## config.mk

```make
export PLATFORM = sky130hd
export DESIGN_NAME = mem_bridge
export DESIGN_NICKNAME = d
export VERILOG_FILES = /design/src/rtl/mem_bridge.sv
export SDC_FILE = /design/constraint.sdc
export NUM_CORES = 1
export LEC_CHECK = 0
export ABC_AREA = 1
export BUFFER_PORTS_ARGS = -buffer_cell sky130_fd_sc_hd__buf_2
export CAP_MARGIN = 20
export CORE_MARGIN = 1
export CORE_UTILIZATION = 50
export DETAILED_ROUTE_END_ITERATION = 16
export PLACE_DENSITY = 0.73
export RECOVER_POWER = 50
export SLEW_MARGIN = 40
export SYNTH_ARGS = -nofsm -noshare
export SYNTH_HDL_FRONTEND = slang
export SYNTH_SLANG_ARGS = --single-unit
```

## constraint.sdc

```tcl
create_clock -name clk -period 2.13 [get_ports clk]
set_input_delay 0.213 -clock clk [delete_from_list [all_inputs] [get_ports clk]]
set_output_delay 0.213 -clock clk [all_outputs]
set_load 0.01 [all_outputs]
```

## src/rtl/mem_bridge.sv

```systemverilog
// mem_bridge: bridges 65c816 byte/word memory requests onto the test RAM's
// req_rdwr/data_ready handshake. A 16-bit access becomes two byte
// transactions (low byte first) separated by one cycle with req_rdwr low.
// Optional build macro: MEM_BRIDGE_TIMEOUT_EN (WAIT abort after TIMEOUT_CYCLES).
module mem_bridge #(
  parameter int unsigned ADDR_WIDTH     = 16,
  parameter int unsigned DATA_WIDTH     = 8,
  parameter int unsigned TIMEOUT_CYCLES = 15
) (
  input  logic                    clk,
  input  logic                    rst_n,
  input  logic                    cpu_req_i,
  input  logic                    cpu_we_i,
  input  logic                    cpu_wide_i,
  input  logic [ADDR_WIDTH-1:0]   cpu_addr_i,
  input  logic [2*DATA_WIDTH-1:0] cpu_wdata_i,
  output logic [2*DATA_WIDTH-1:0] cpu_rdata_o,
  output logic                    cpu_busy_o,
  output logic                    cpu_done_o,
  output logic                    cpu_err_o,
  output logic                    mem_req_rdwr_o,
  output logic                    mem_we_o,
  output logic [ADDR_WIDTH-1:0]   mem_addr_o,
  output logic [DATA_WIDTH-1:0]   mem_data_in_o,
  input  logic [DATA_WIDTH-1:0]   mem_data_out_i,
  input  logic                    mem_data_ready_i
);

  localparam int unsigned WW = 2 * DATA_WIDTH;

  typedef enum logic [2:0] {
    S_IDLE  = 3'd0,
    S_ISSUE = 3'd1,
    S_WAIT  = 3'd2,
    S_GAP   = 3'd3,
    S_DONE  = 3'd4
  } state_e;

  state_e                state_q, state_d;
  logic                  idx_q, idx_d;
  logic                  we_q, we_d;
  logic                  wide_q, wide_d;
  logic [ADDR_WIDTH-1:0] base_q, base_d;
  logic [WW-1:0]         wdata_q, wdata_d;
  logic [WW-1:0]         rbuf_q, rbuf_d;

  // Registered outputs
  logic                  req_q, req_d;
  logic                  mwe_q, mwe_d;
  logic [ADDR_WIDTH-1:0] maddr_q, maddr_d;
  logic [DATA_WIDTH-1:0] mdin_q, mdin_d;
  logic [WW-1:0]         rdata_q, rdata_d;
  logic                  busy_q, busy_d;
  logic                  done_q, done_d;
  logic                  err_d;

`ifdef MEM_BRIDGE_TIMEOUT_EN
  localparam int unsigned CW = $clog2(TIMEOUT_CYCLES + 1);
  logic [CW-1:0] cnt_q, cnt_d;
  logic          err_q;
`endif

  // Next-state, latch and output decode; outputs are computed from the next state
  always_comb begin
    state_d = state_q;
    idx_d   = idx_q;
    we_d    = we_q;
    wide_d  = wide_q;
    base_d  = base_q;
    wdata_d = wdata_q;
    rbuf_d  = rbuf_q;
    rdata_d = rdata_q;
    err_d   = 1'b0;
`ifdef MEM_BRIDGE_TIMEOUT_EN
    cnt_d   = cnt_q;
`endif

    unique case (state_q)
      S_IDLE: begin
        if (cpu_req_i) begin
          base_d  = cpu_addr_i;
          wdata_d = cpu_wdata_i;
          we_d    = cpu_we_i;
          wide_d  = cpu_wide_i;
          idx_d   = 1'b0;
          rbuf_d  = '0;
          state_d = S_ISSUE;
        end
      end
      S_ISSUE: begin
`ifdef MEM_BRIDGE_TIMEOUT_EN
        cnt_d   = '0;
`endif
        state_d = S_WAIT;
      end
      S_WAIT: begin
        if (mem_data_ready_i) begin
          if (!we_q) begin
            if (idx_q) rbuf_d[WW-1:DATA_WIDTH] = mem_data_out_i;
            else       rbuf_d[DATA_WIDTH-1:0]  = mem_data_out_i;
          end
          if (wide_q && !idx_q) begin
            idx_d   = 1'b1;
            state_d = S_GAP;
          end else begin
            if (!we_q) rdata_d = rbuf_d;
            state_d = S_DONE;
          end
        end
`ifdef MEM_BRIDGE_TIMEOUT_EN
        else if ((cnt_q + CW'(1)) == CW'(TIMEOUT_CYCLES)) begin
          // Abort: skip any remaining byte, keep previous read data
          err_d   = 1'b1;
          state_d = S_DONE;
        end else begin
          cnt_d = cnt_q + CW'(1);
        end
`endif
      end
      S_GAP:   state_d = S_ISSUE;
      S_DONE:  state_d = S_IDLE;
      default: state_d = S_IDLE;
    endcase

    req_d   = (state_d == S_ISSUE) || (state_d == S_WAIT);
    mwe_d   = (state_d == S_ISSUE) && we_d;
    maddr_d = maddr_q;
    mdin_d  = mdin_q;
    if (state_d == S_ISSUE) begin
      maddr_d = base_d + ADDR_WIDTH'(idx_d);
      mdin_d  = idx_d ? wdata_d[WW-1:DATA_WIDTH] : wdata_d[DATA_WIDTH-1:0];
    end
    busy_d  = (state_d != S_IDLE);
    done_d  = (state_d == S_DONE);
  end

  // State, latches and output registers
  always_ff @(posedge clk or negedge rst_n) begin
    if (!rst_n) begin
      state_q <= S_IDLE;
      idx_q   <= 1'b0;
      we_q    <= 1'b0;
      wide_q  <= 1'b0;
      base_q  <= '0;
      wdata_q <= '0;
      rbuf_q  <= '0;
      req_q   <= 1'b0;
      mwe_q   <= 1'b0;
      maddr_q <= '0;
      mdin_q  <= '0;
      rdata_q <= '0;
      busy_q  <= 1'b0;
      done_q  <= 1'b0;
`ifdef MEM_BRIDGE_TIMEOUT_EN
      cnt_q   <= '0;
      err_q   <= 1'b0;
`endif
    end else begin
      state_q <= state_d;
      idx_q   <= idx_d;
      we_q    <= we_d;
      wide_q  <= wide_d;
      base_q  <= base_d;
      wdata_q <= wdata_d;
      rbuf_q  <= rbuf_d;
      req_q   <= req_d;
      mwe_q   <= mwe_d;
      maddr_q <= maddr_d;
      mdin_q  <= mdin_d;
      rdata_q <= rdata_d;
      busy_q  <= busy_d;
      done_q  <= done_d;
`ifdef MEM_BRIDGE_TIMEOUT_EN
      cnt_q   <= cnt_d;
      err_q   <= err_d;
`endif
    end
  end

  assign mem_req_rdwr_o = req_q;
  assign mem_we_o       = mwe_q;
  assign mem_addr_o     = maddr_q;
  assign mem_data_in_o  = mdin_q;
  assign cpu_rdata_o    = rdata_q;
  assign cpu_busy_o     = busy_q;
  assign cpu_done_o     = done_q;
`ifdef MEM_BRIDGE_TIMEOUT_EN
  assign cpu_err_o      = err_q;
`else
  // err_d is only ever 0 without the timeout; keep it referenced for lint
  assign cpu_err_o      = err_d & 1'b0;
`endif

endmodule

```

# Word-level counts from Yosys, hierarchy flattened
# Index checks and enable logic that the tools add are counted.
[totals]
regBits = 98
latch_bits = 0
mem_bits_rw = 0
romBits = 0
inputBits = 46
output_inout_bits = 45
mem_count = 0
[op_classes]
addsub = 1
mul = 0
div = 0
n_lt_le_gt_ge = 0
n_eq_ne = 8
shift = 0
muxes = 21
bitwise_logic = 2
n_reduce_logical = 10
[ops]
columns = ["cell", "count"]
rows = [
  ["$mux W16", 7],
  ["$pmux W16 S2", 1],
  ["$mux W8", 3],
  ["$add A16 B1 Y16", 1],
  ["$pmux W3 S4", 1],
  ["$eq A3 B2 Y1 const B", 3],
  ["$mux W3", 3],
  ["$eq A3 B1 Y1 const B", 2],
  ["$mux W1", 5],
  ["$ne A2 B2 Y1 const B", 2],
  ["$reduce_and A4 Y1", 1],
  ["$eq A3 B3 Y1 const B", 1],
  ["$logic_not A3 Y1", 1],
  ["$reduce_and A3 Y1", 1],
  ["$reduce_bool A3 Y1", 1],
  ["$logic_and A1 B1 Y1", 2],
  ["$not A1 Y1", 2],
  ["$pmux W1 S2", 1],
  ["$reduce_and A2 Y1", 1],
  ["$reduce_bool A2 Y1", 1],
  ["$logic_not A1 Y1", 1],
  ["$logic_or A1 B1 Y1", 1],
]

# Logic depth before layout (Yosys ltp)
# Gate-level depths: netlist (run 1).
[logic_depth]
word_depth = 7
mapped_depth = 15

# Worst setup path after synthesis (run 1)
# No wires, ideal clock.
[synth_path]
path_kind = "reg-to-reg"
from = "reg state_q[1]"
to = "reg maddr_q[14], in the netlist mem_addr_o[14]"
setup_time_ns = 0.117
arrival_ns = 1.658
t_required_ns = 2.013
slack_ns = 0.356
stages_incl_launch_ff = 15
path_cell_list = "dfrtp_1 > nor2_2 > buf_2 > nand3_1 > nand2_1 > ha_1 > nand3_2 > inv_1 > nand2_1 > nor2_2 > nand2_1 > nand2_1 > nand2_1 > nand2_1 > nand2_1"
[synth_via]
elab_chain_len = 3
[synth_rtl]
columns = ["element", "line", "rtl"]
rows = [
  ["from (decl)", "39", "state_e state_q, state_d;"],
  ["from (signal assigned)", "159", "state_q <= state_d;"],
  ["$logic_not A3 Y1", "78", "unique case (state_q)"],
  ["$mux W16", "78", ""],
  ["via base_d[0]", "43", "logic [ADDR_WIDTH-1:0] base_q, base_d;"],
  ["$add A16 B1 Y16", "130", "maddr_d = base_d + ADDR_WIDTH'(idx_d);"],
  ["to (signal assigned)", "168", "maddr_q <= maddr_d;"],
  ["to (decl)", "50", "logic [ADDR_WIDTH-1:0] maddr_q, maddr_d;"],
]
# The timed path passes the listed nets, and every way through them passes these cells.
# A chain may end at the register's enable or synchronous reset.

# Final worst setup path (run 1)
[layout_path]
from = "reg state_q[0]"
to = "reg maddr_q[10], in the netlist mem_addr_o[10]"
# The elaborated chain is that of the path after synthesis.

==> metrics list, run 1 <==
* Largest clock skew in the final design: 0.0164 ns
- Complex-gate fraction of the synthesized area: 0.0672
* Final std cells w/o fill: 756
- Leaving out fill and tap cells, the most frequent cell in the layout is sky130_fd_sc_hd__nand2_1.
- STA classifies the critical path endpoint as a flip-flop.
* Worst hold path cell count: 3
- Root cell of the clock tree: sky130_fd_sc_hd__clkbuf_8
- In the global route stage, met2 resource usage came out at 0.355.
- CTS saw 98 sinks.
* Area taken by flip-flops and latches: 2450 um^2
- 91 I/O pins were placed.
- Worst-case reg-to-reg path depth: 12
- DR DRC count: 5
- Reg2Reg Setup Slack: 0.15 ns
* Post-synthesis share of cell area spent on xor and xnor gates: 0.00190
- Crit path launch type: flip-flop
- Clock tree buffer depth: 2
- In the synthesized netlist, the number of instances is 548.
- Setup TNS Final: 0 ns
* Number of warning messages in the yosys log: 0
* Switching Share: 0.436
* Number of buffers created by CTS: 9
- VDD sags by at most 0.000581 V.
- Number of H-tree levels: 3
- Max-cap violations in this run came to 0.
- Net switching power figure: 3.27 mW
* Overall routing resource usage: 0.228
- Dividing the synthesized area by the synthesized cell count gives 8.39 um^2.
* TritonCTS clock tree: yes
- Post-route fraction of the period consumed by the critical path: 0.931
* Kind of critical path: reg2reg
* Routed wire per std cell: 13.7 um
- Reg-to-reg critical path endpoint: mem_addr_o[10]$_DFFE_PN0N_
* Mapped Area: 4600 um^2
- Areal power density over the cells: 1400 nW/um^2
- Headroom to the max-slew limit came out at 0.415.
* Combinational power share: 0.463
* Initial cell density of the core: 0.522
- The via count of the first global-routing pass was 3719.
- In this run, placement finished with an instance count of 737.
* Type of the worst min-delay path: in2reg
* Most area-hungry cell type in the Yosys netlist: sky130_fd_sc_hd__dfrtp_1
- Biggest fanout along the worst timing path: 15
- Leaving out fill and tap cells, the most frequent cells in the layout are 187 x sky130_fd_sc_hd__nand2_1, 98 x sky130_fd_sc_hd__dfrtp_1, 66 x sky130_fd_sc_hd__buf_2, 51 x sky130_fd_sc_hd__inv_1, 45 x sky130_fd_sc_hd__nand3_1.
* Tightest Pin Transition: 0.878 ns
- The layer flagged by global routing as most heavily used is met2.
- The share of the Yosys chip area taken by registers is 0.533.
- Syn-to-layout area delta: 16.5%
- Setup repair after global routing could not meet its margin everywhere.
- Inserted Diodes: 0
- The initial antenna violation count came to 0.
- Of the cells placed in the final design, the portion with a size suffix greater than 1 is 0.198.
* Internal Power: 4.24 mW
* Status: finished with violations
* Violations in the final reports: DRC
- Of the total synthesized cell area, the portion taken by AND, OR, NAND and NOR gates is 0.279.
- Ranking of synthesized cells by area: sky130_fd_sc_hd__dfrtp_1 53%, sky130_fd_sc_hd__nand2_1 15%, sky130_fd_sc_hd__nand3_1 4.9%
- Counting flops and latches in the post-synthesis netlist gives 98.
* Final layout net count: 690
- Area enclosed by the die boundary: 9580 um^2
- Filler Cells Inserted: 798
- Met1 Resource Use GR: 0.319
- Reg-to-Reg Start: state_q[0]$_DFF_PN0_
* Via/cell ratio: 5.07
* Floorplan Core Area: 8810 um^2
- Derived from the worst setup path, the maximum achievable clock frequency is 504 MHz.
* Clk slew on worst S/H paths: 0.10 ns
- Of the total synthesized cell area, the portion taken by full adders, half adders and majority gates is 0.00272.
- Total area of multi-input combinational cells: 1810 um^2
- Largest family of logic cells by synthesized area: simple AND/OR/NAND/NOR gates
* Largest net degree at the start of global routing: 46
- The first global-routing pass estimated 17300 um of wire.
- Of the total power, registers draw 0.389.
- Number of port buffers: 89
* Total setup violations reported at the end of the flow: 0
- The smallest clock period supported by the final layout is computed as 1.98 ns.
* Final Routed Wirelength: 10300 um
- Launch instance of the worst min-delay path: cpu_wide_i
* HPWL after detailed placement: 7410 um
* Leftover overflow at the end of global routing: 0
* DIE WIDTH: 97.9 um
- Clock group share of total power: 0.148
* Finished Core Util: 0.609
* Overall via count from detail_route: 3836
- Number of slew-limit violations in the final report: 0
- Final GP Congestion: 0.857
* Hold-critical path endpoint: wide_q$_DFFE_PN0P_
* Met3 track utilization from global routing: 0.0429
- Endpoint required time on the critical path: 2.38 ns
- Counting distinct cell types in the post-synthesis netlist gives 29.
* Net count after synthesis: 595
- Once detail routing completed, the nets flagged for antenna violations numbered 0.
- In this run the static leakage power is 2.84 nW.
- Multiplexer area fraction after synthesis: 0.0392
- The number of endpoints with negative hold slack in the final report was 0.
- The floorplan step set the die height to 97.9 um.
- Share of the synthesized area in the top cell type: 0.533
* Drt pass-1 iters: 10
- Arrival time worst endpoint: 2.23 ns
- After the first detailed-routing iteration, the DRC count stood at 159.
- The later pin in the worst-skew pair is clocked with a latency of 0.37 ns.
* Number of rows in the core area: 34
[sequential cells by signal (all words and copies together) (netlist names), 3 cells and up]
signal         cells
state_q            3
cpu_rdata_o       16
wdata_q           16
mem_addr_o        16
mem_data_in_o      8
base_q            16
rbuf_q            16
[layer usage]
metal / vias to the layer above / wire [um]
met1: 1803 / 4900
met2: 108 / 4680
met4: 0 / 157
li1: 1912 / -
met3: 13 / 585
met5: - / 0
[cell families after synthesis]
| logic type | Yosys count |
|---|---|
| AO/OA/AOI/OAI | 61 |
| adder cells (fa/ha/maj) | 1 |
| other | 1 |
| flip-flops | 98 |
| buffers and inverters | 79 |
| AND/OR/NAND/NOR | 291 |
| XOR/XNOR | 1 |
| multiplexers | 16 |
[worst max path at each step]
| stage | cells after the start | slack [ns] | from | endpoint |
|---|---|---|---|---|
| final | 12 | 0.15 | state_q[0]$_DFF_PN0_ | mem_addr_o[10]$_DFFE_PN0N_ |
| after global routing | 12 | -0.01 | state_q[2]$_DFF_PN0_ | mem_addr_o[10]$_DFFE_PN0N_ |
| after CTS | 12 | 0.07 | state_q[2]$_DFF_PN0_ | mem_addr_o[10]$_DFFE_PN0N_ |
| after detailed placement | 12 | 0.09 | state_q[2]$_DFF_PN0_ | mem_addr_o[10]$_DFFE_PN0N_ |
| after global placement | 10 | 0.19 | state_q[1]$_DFF_PN0_ | mem_addr_o[11]$_DFFE_PN0N_ |
| after floorplan | 14 | 0.36 | state_q[1]$_DFF_PN0_ | mem_addr_o[14]$_DFFE_PN0N_ |
[power groups by stage]
stage | Clock (mW) | Combinational, mW | Sequential, mW
2_1_floorplan | 0 | 2.30 | 3.04
3_3_place_gp | 0 | 3.40 | 2.93
3_5_place_dp | 0 | 3.47 | 2.95
4_1_cts | 1.14 | 3.50 | 2.92
5_1_grt | 1.21 | 3.92 | 3.01
6_report | 1.11 | 3.47 | 2.92
[final cells by class]
cell class,instances,area share
Sequential cell,98,0.458
Multi-Input combinational cell,371,0.338
Timing Repair Buffer,107,0.106
Inverter,56,0.0392
Clock buffer,11,0.0264
Tap cell,108,0.0252
Clock inverter,5,0.00700
[Yosys cell counts]
| cell | n |
|---|---|
| sky130_fd_sc_hd__nand2_1 | 187 |
| sky130_fd_sc_hd__dfrtp_1 | 98 |
| sky130_fd_sc_hd__inv_1 | 51 |
| sky130_fd_sc_hd__nand3_1 | 45 |
| sky130_fd_sc_hd__o21ai_0 | 36 |
| sky130_fd_sc_hd__nor2_1 | 26 |
| sky130_fd_sc_hd__o21ai_1 | 13 |
| sky130_fd_sc_hd__nand3b_1 | 12 |
| sky130_fd_sc_hd__a21oi_1 | 11 |
| sky130_fd_sc_hd__buf_2 | 11 |
| sky130_fd_sc_hd__mux2_1 | 10 |
| sky130_fd_sc_hd__clkbuf_1 | 6 |
| sky130_fd_sc_hd__mux2_2 | 6 |
| sky130_fd_sc_hd__nor2_2 | 6 |
| sky130_fd_sc_hd__inv_2 | 5 |
| sky130_fd_sc_hd__buf_6 | 4 |
| sky130_fd_sc_hd__nand2_2 | 4 |
| sky130_fd_sc_hd__nor2_4 | 4 |
| sky130_fd_sc_hd__buf_4 | 2 |
| sky130_fd_sc_hd__nand3_2 | 2 |
| sky130_fd_sc_hd__a21oi_2 | 1 |
| sky130_fd_sc_hd__and2_1 | 1 |
| sky130_fd_sc_hd__conb_1 | 1 |
| sky130_fd_sc_hd__ha_1 | 1 |
| sky130_fd_sc_hd__nand4_1 | 1 |
| sky130_fd_sc_hd__nor3_4 | 1 |
| sky130_fd_sc_hd__or2_0 | 1 |
| sky130_fd_sc_hd__or3_1 | 1 |
| sky130_fd_sc_hd__xor2_1 | 1 |
[through the flow]
step / worst slack, ns / area, um^2 / hold slack [ns] / power [mW]
final: 0.147 / 5360 / 0.0364 / 7.51
after global placement: 0.186 / 5180 / 0.196 / 6.32
after CTS: 0.0659 / 5370 / 0.0281 / 7.55
after floorplan: 0.356 / 4600 / -0.0826 / 5.35
after detailed placement: 0.0929 / 5180 / 0.205 / 6.43
after global routing: -0.00986 / 5360 / 0.0301 / 8.14
[worst max-delay path, stage by stage, from the launching register on]
cell                      delay (ns)
sky130_fd_sc_hd__dfrtp_1        0.43
sky130_fd_sc_hd__nor2_4         0.17
sky130_fd_sc_hd__buf_4          0.18
sky130_fd_sc_hd__buf_6          0.17
sky130_fd_sc_hd__nand3_1        0.10
sky130_fd_sc_hd__nand2_1        0.10
sky130_fd_sc_hd__nand2_1        0.16
sky130_fd_sc_hd__nor2_4         0.18
sky130_fd_sc_hd__nand3_2        0.12
sky130_fd_sc_hd__nor2_1         0.12
sky130_fd_sc_hd__nor2_1         0.05
sky130_fd_sc_hd__nand2_1        0.06
sky130_fd_sc_hd__nand2_1        0.05
[what timing repair did]
item                                   in CTS  in global routing
endpoints found under the hold margin      33                  0
setup endpoints to repair                   0                 18
hold buffers                                1                  0
resized for setup                           0                  4
setup buffers                               0                  2
Power figures use the tool's default switching activity.
==> inputs of run 2 (changes only) <==
- CTS_CLUSTER_SIZE: unset -> 20
- clock period: 2.13 -> 2.15 ns (I/O delays scaled with it)
==> run 2 against run 1 <==
The flow still finishes with violations (DRC). Sequential cell count is the same. Die area is the same. Clock power grew 9.9%. Clock skew shrank 0.0067 ns. Largest cell class unchanged. Largest power group unchanged.
==> metrics list, run 2 (synthesis results as in run 1) <==
- Source-to-sink clock delay at the later pin of the worst-skew pair: 0.37 ns (about the same)
- Overall die height: 97.9 um (unchanged)
- Type of the worst min-delay path: in2reg
* Switching Share: 0.433 (-0.00297)
- The number of antenna cells inserted came to 0 (unchanged).
* Launch instance of the worst min-delay path: cpu_wdata_i[8]
* Violations in the final reports: DRC
* Clock tree buffer depth: 2 (unchanged)
- The part of the total power dissipated in the clock network is 0.158 (+0.010).
- Worst IR Drop VDD: 0.000636 V (+9.5%)
* Root cell of the clock tree: sky130_fd_sc_hd__clkbuf_8
* Internal Power: 4.37 mW (+3.2%)
- MaxCap Viol Count: 0 (unchanged)
- Leak Pwr: 2.88 nW (+1.3%)
- The number of placed I/O pins is 91 (unchanged).
* Combinational power share: 0.467 (+0.004)
- The flow ran to the end, but the final reports show violations.
- Endpoint required time on the critical path: 2.42 ns (+0.04 ns)
- The count of port buffers added during placement was 89 (unchanged).
- The critical path starts at state_q[2]$_DFF_PN0_.
- The fraction of final layout cells with drive strength greater than 1 came to 0.210 (+0.0129).
- The initial antenna violation count is 0 (unchanged).
* Commonest cells after routing, fill and taps aside: 184 x sky130_fd_sc_hd__nand2_1, 97 x sky130_fd_sc_hd__dfrtp_1, 68 x sky130_fd_sc_hd__buf_2, 51 x sky130_fd_sc_hd__inv_1, 45 x sky130_fd_sc_hd__nand3_1
- Final std cells w/o fill: 759 (+0.40%)
* Slew margin rel.: 0.369 (-0.0461)
- The share of the clock period used by the worst path was 0.945 (+0.0144).
- Global-route wire length before repair: 17100 um (-1.2%)
* Placement Cell Area: 5160 um^2 (-0.39%)
* Leading cell type in the layout, fill and taps excluded: sky130_fd_sc_hd__nand2_1
- The area of the core came to 8810 um^2 (unchanged).
- Met2 demand-to-capacity share in global routing: 0.327 (-0.0276)
- The routed via count divided by cell count came to 5.15 (+1.6%).
- Kind of critical path: reg2reg
- TritonCTS built the clock tree.
- Areal power density over the cells: 1420 nW/um^2 (+1.1%)
* Number of hold-slack violations in the final timing report: 0 (unchanged)
* Crit path launch type: flip-flop
* Biggest fanout along the worst timing path: 7 (-8)
- The number of pins exceeding their max-slew limit in the final report is 0 (unchanged).
- The maximum level of the CTS H-tree was 3 (unchanged).
- The worst register-to-register path begins at state_q[2]$_DFF_PN0_.
* Met1 Resource Use GR: 0.343 (+0.0246)
* Number of rows in the core area: 34 (unchanged)
- The actual transition at the worst max-transition pin was 0.947 ns (+0.0691 ns).
- Met3 track utilization from global routing: 0.0344 (-0.00859)
* DR DRC count: 5 (unchanged)
- Sequential Power Share: 0.375 (-0.014)
- Overall routing resource usage: 0.226 (-0.00196)
* Arrival time worst endpoint: 2.30 ns (+0.07 ns)
- Total power of the final layout: 7.71 mW (+2.7%)
- Number of buffers created by CTS: 9 (unchanged)
- The via count of the first global-routing pass came to 3619 (-2.7%).
* DIE WIDTH: 97.9 um (unchanged)
- The count of routing violations after the opening detailed-route iteration came to 195 (+23%).
- STA classifies the critical path endpoint as a flip-flop.
- Routed wire per std cell: 13.8 um (+1.3%)
* Clk slew on worst S/H paths: 0.10 ns (about the same)
* Post-route design area: 5440 um^2 (+1.5%)
- Drt pass-1 iters: 11 (+1)
- The number of nets in the layout came to 693 (+0.43%).
- Largest net degree at the start of global routing: 46 (unchanged)
- The number of vias after detailed routing is 3912 (+2.0%).
* Final GP Congestion: 0.881 (+2.7%)
- Final antenna-violating net count: 0 (unchanged)
- Upper clock frequency limit: 492 MHz (-2.4%)
- The remaining global-route overflow was 0 (unchanged).
- Largest clock skew in the final design: 0.00963 ns (-0.00673 ns)
- The clock sink total is 98 (unchanged).
- From synthesis to final layout, the design area changed by 18.3%.
* Area enclosed by the die boundary: 9580 um^2 (unchanged)
- Final period demand of the worst path: 2.03 ns (+0.0496 ns)
- The switching power is 3.33 mW (+2.0%).
- Final Routed Wirelength: 10500 um (+1.7%)
* HPWL after detailed placement: 7220 um (-2.5%)
* Number of cells in the design after placement: 736 (-0.14%)
- The global routing stage identified its most utilized layer as met1.
- The initial cell density of the core was 0.522 (unchanged).
- Total setup violations reported at the end of the flow: 0 (unchanged)
-- run 2: power groups by stage --
stage / Sequential, mW / Clock, mW / Combinational [mW]
final: 2.89 / 1.22 / 3.60
after global routing: 2.97 / 1.30 / 4.07
after CTS: 2.88 / 1.24 / 3.43
after detailed placement: 2.91 / 0 / 3.40
after global placement: 2.90 / 0 / 3.31
after floorplan: 3.02 / 0 / 2.28
-- run 2: final timing paths --
kind                                           endpoint  slack [ns]  depth (start not counted)
max                          mem_addr_o[10]$_DFFE_PN0N_        0.12                         12
min                                wdata_q[8]$_DFF_PN0_        0.05                          3
max reg2reg                  mem_addr_o[10]$_DFFE_PN0N_        0.12                         12
min reg2reg                   mem_addr_o[4]$_DFFE_PN0N_        0.48                          2
max in group asynchronous  mem_data_in_o[6]$_DFFE_PN0N_        0.44                          3
min in group asynchronous         rbuf_q[6]$_DFFE_PN0P_        0.50                          2
-- run 2: layout make-up --
class | count | area [um^2]
clock inverters | 7 | 77.6
fillers | 765 | 3370
flip-flops and latches | 98 | 2450
clock buffers | 9 | 124
well taps | 108 | 135
inverters | 56 | 213
multi-input cells | 371 | 1830
repair buffers | 110 | 604
-- run 2: timing repair --
| action | in CTS | in global routing |
|---|---|---|
| endpoints found under the hold margin | 16 | 0 |
| setup buffers | 0 | 4 |
| endpoints found under the setup margin | 0 | 13 |
| hold buffers | 1 | 0 |
| gates resized for setup | 0 | 15 |
-- run 2: metal layers --
layer,part of all wire,wire [um]
met1,0.49,5090
met3,0.059,617
met4,0.014,148
met2,0.44,4640
met5,0,0
-- run 2: worst max-delay path: stages (launching register included) --
cell                      delay [ns]
sky130_fd_sc_hd__dfrtp_2        0.45
sky130_fd_sc_hd__nor2_4         0.27
sky130_fd_sc_hd__buf_12         0.15
sky130_fd_sc_hd__buf_4          0.15
sky130_fd_sc_hd__nand3_1        0.10
sky130_fd_sc_hd__nand2_2        0.11
sky130_fd_sc_hd__nand2_1        0.16
sky130_fd_sc_hd__nor2_4         0.19
sky130_fd_sc_hd__nand3_2        0.11
sky130_fd_sc_hd__nor2_1         0.10
sky130_fd_sc_hd__nor2_1         0.04
sky130_fd_sc_hd__nand2_1        0.06
sky130_fd_sc_hd__nand2_1        0.05
-- run 2: metrics by stage --
stage	TNS [ns]	hold WS (ns)	utilization	setup WS [ns]
floorplan	0	-0.0806	-	0.376
global placement	0	0.103	0.586	0.176
finish	0	0.0548	0.618	0.118
detailed placement	0	0.102	0.586	0.0518
global route	-0.0534	0.0582	0.618	-0.0534
CTS	0	0.0437	0.610	0.0287
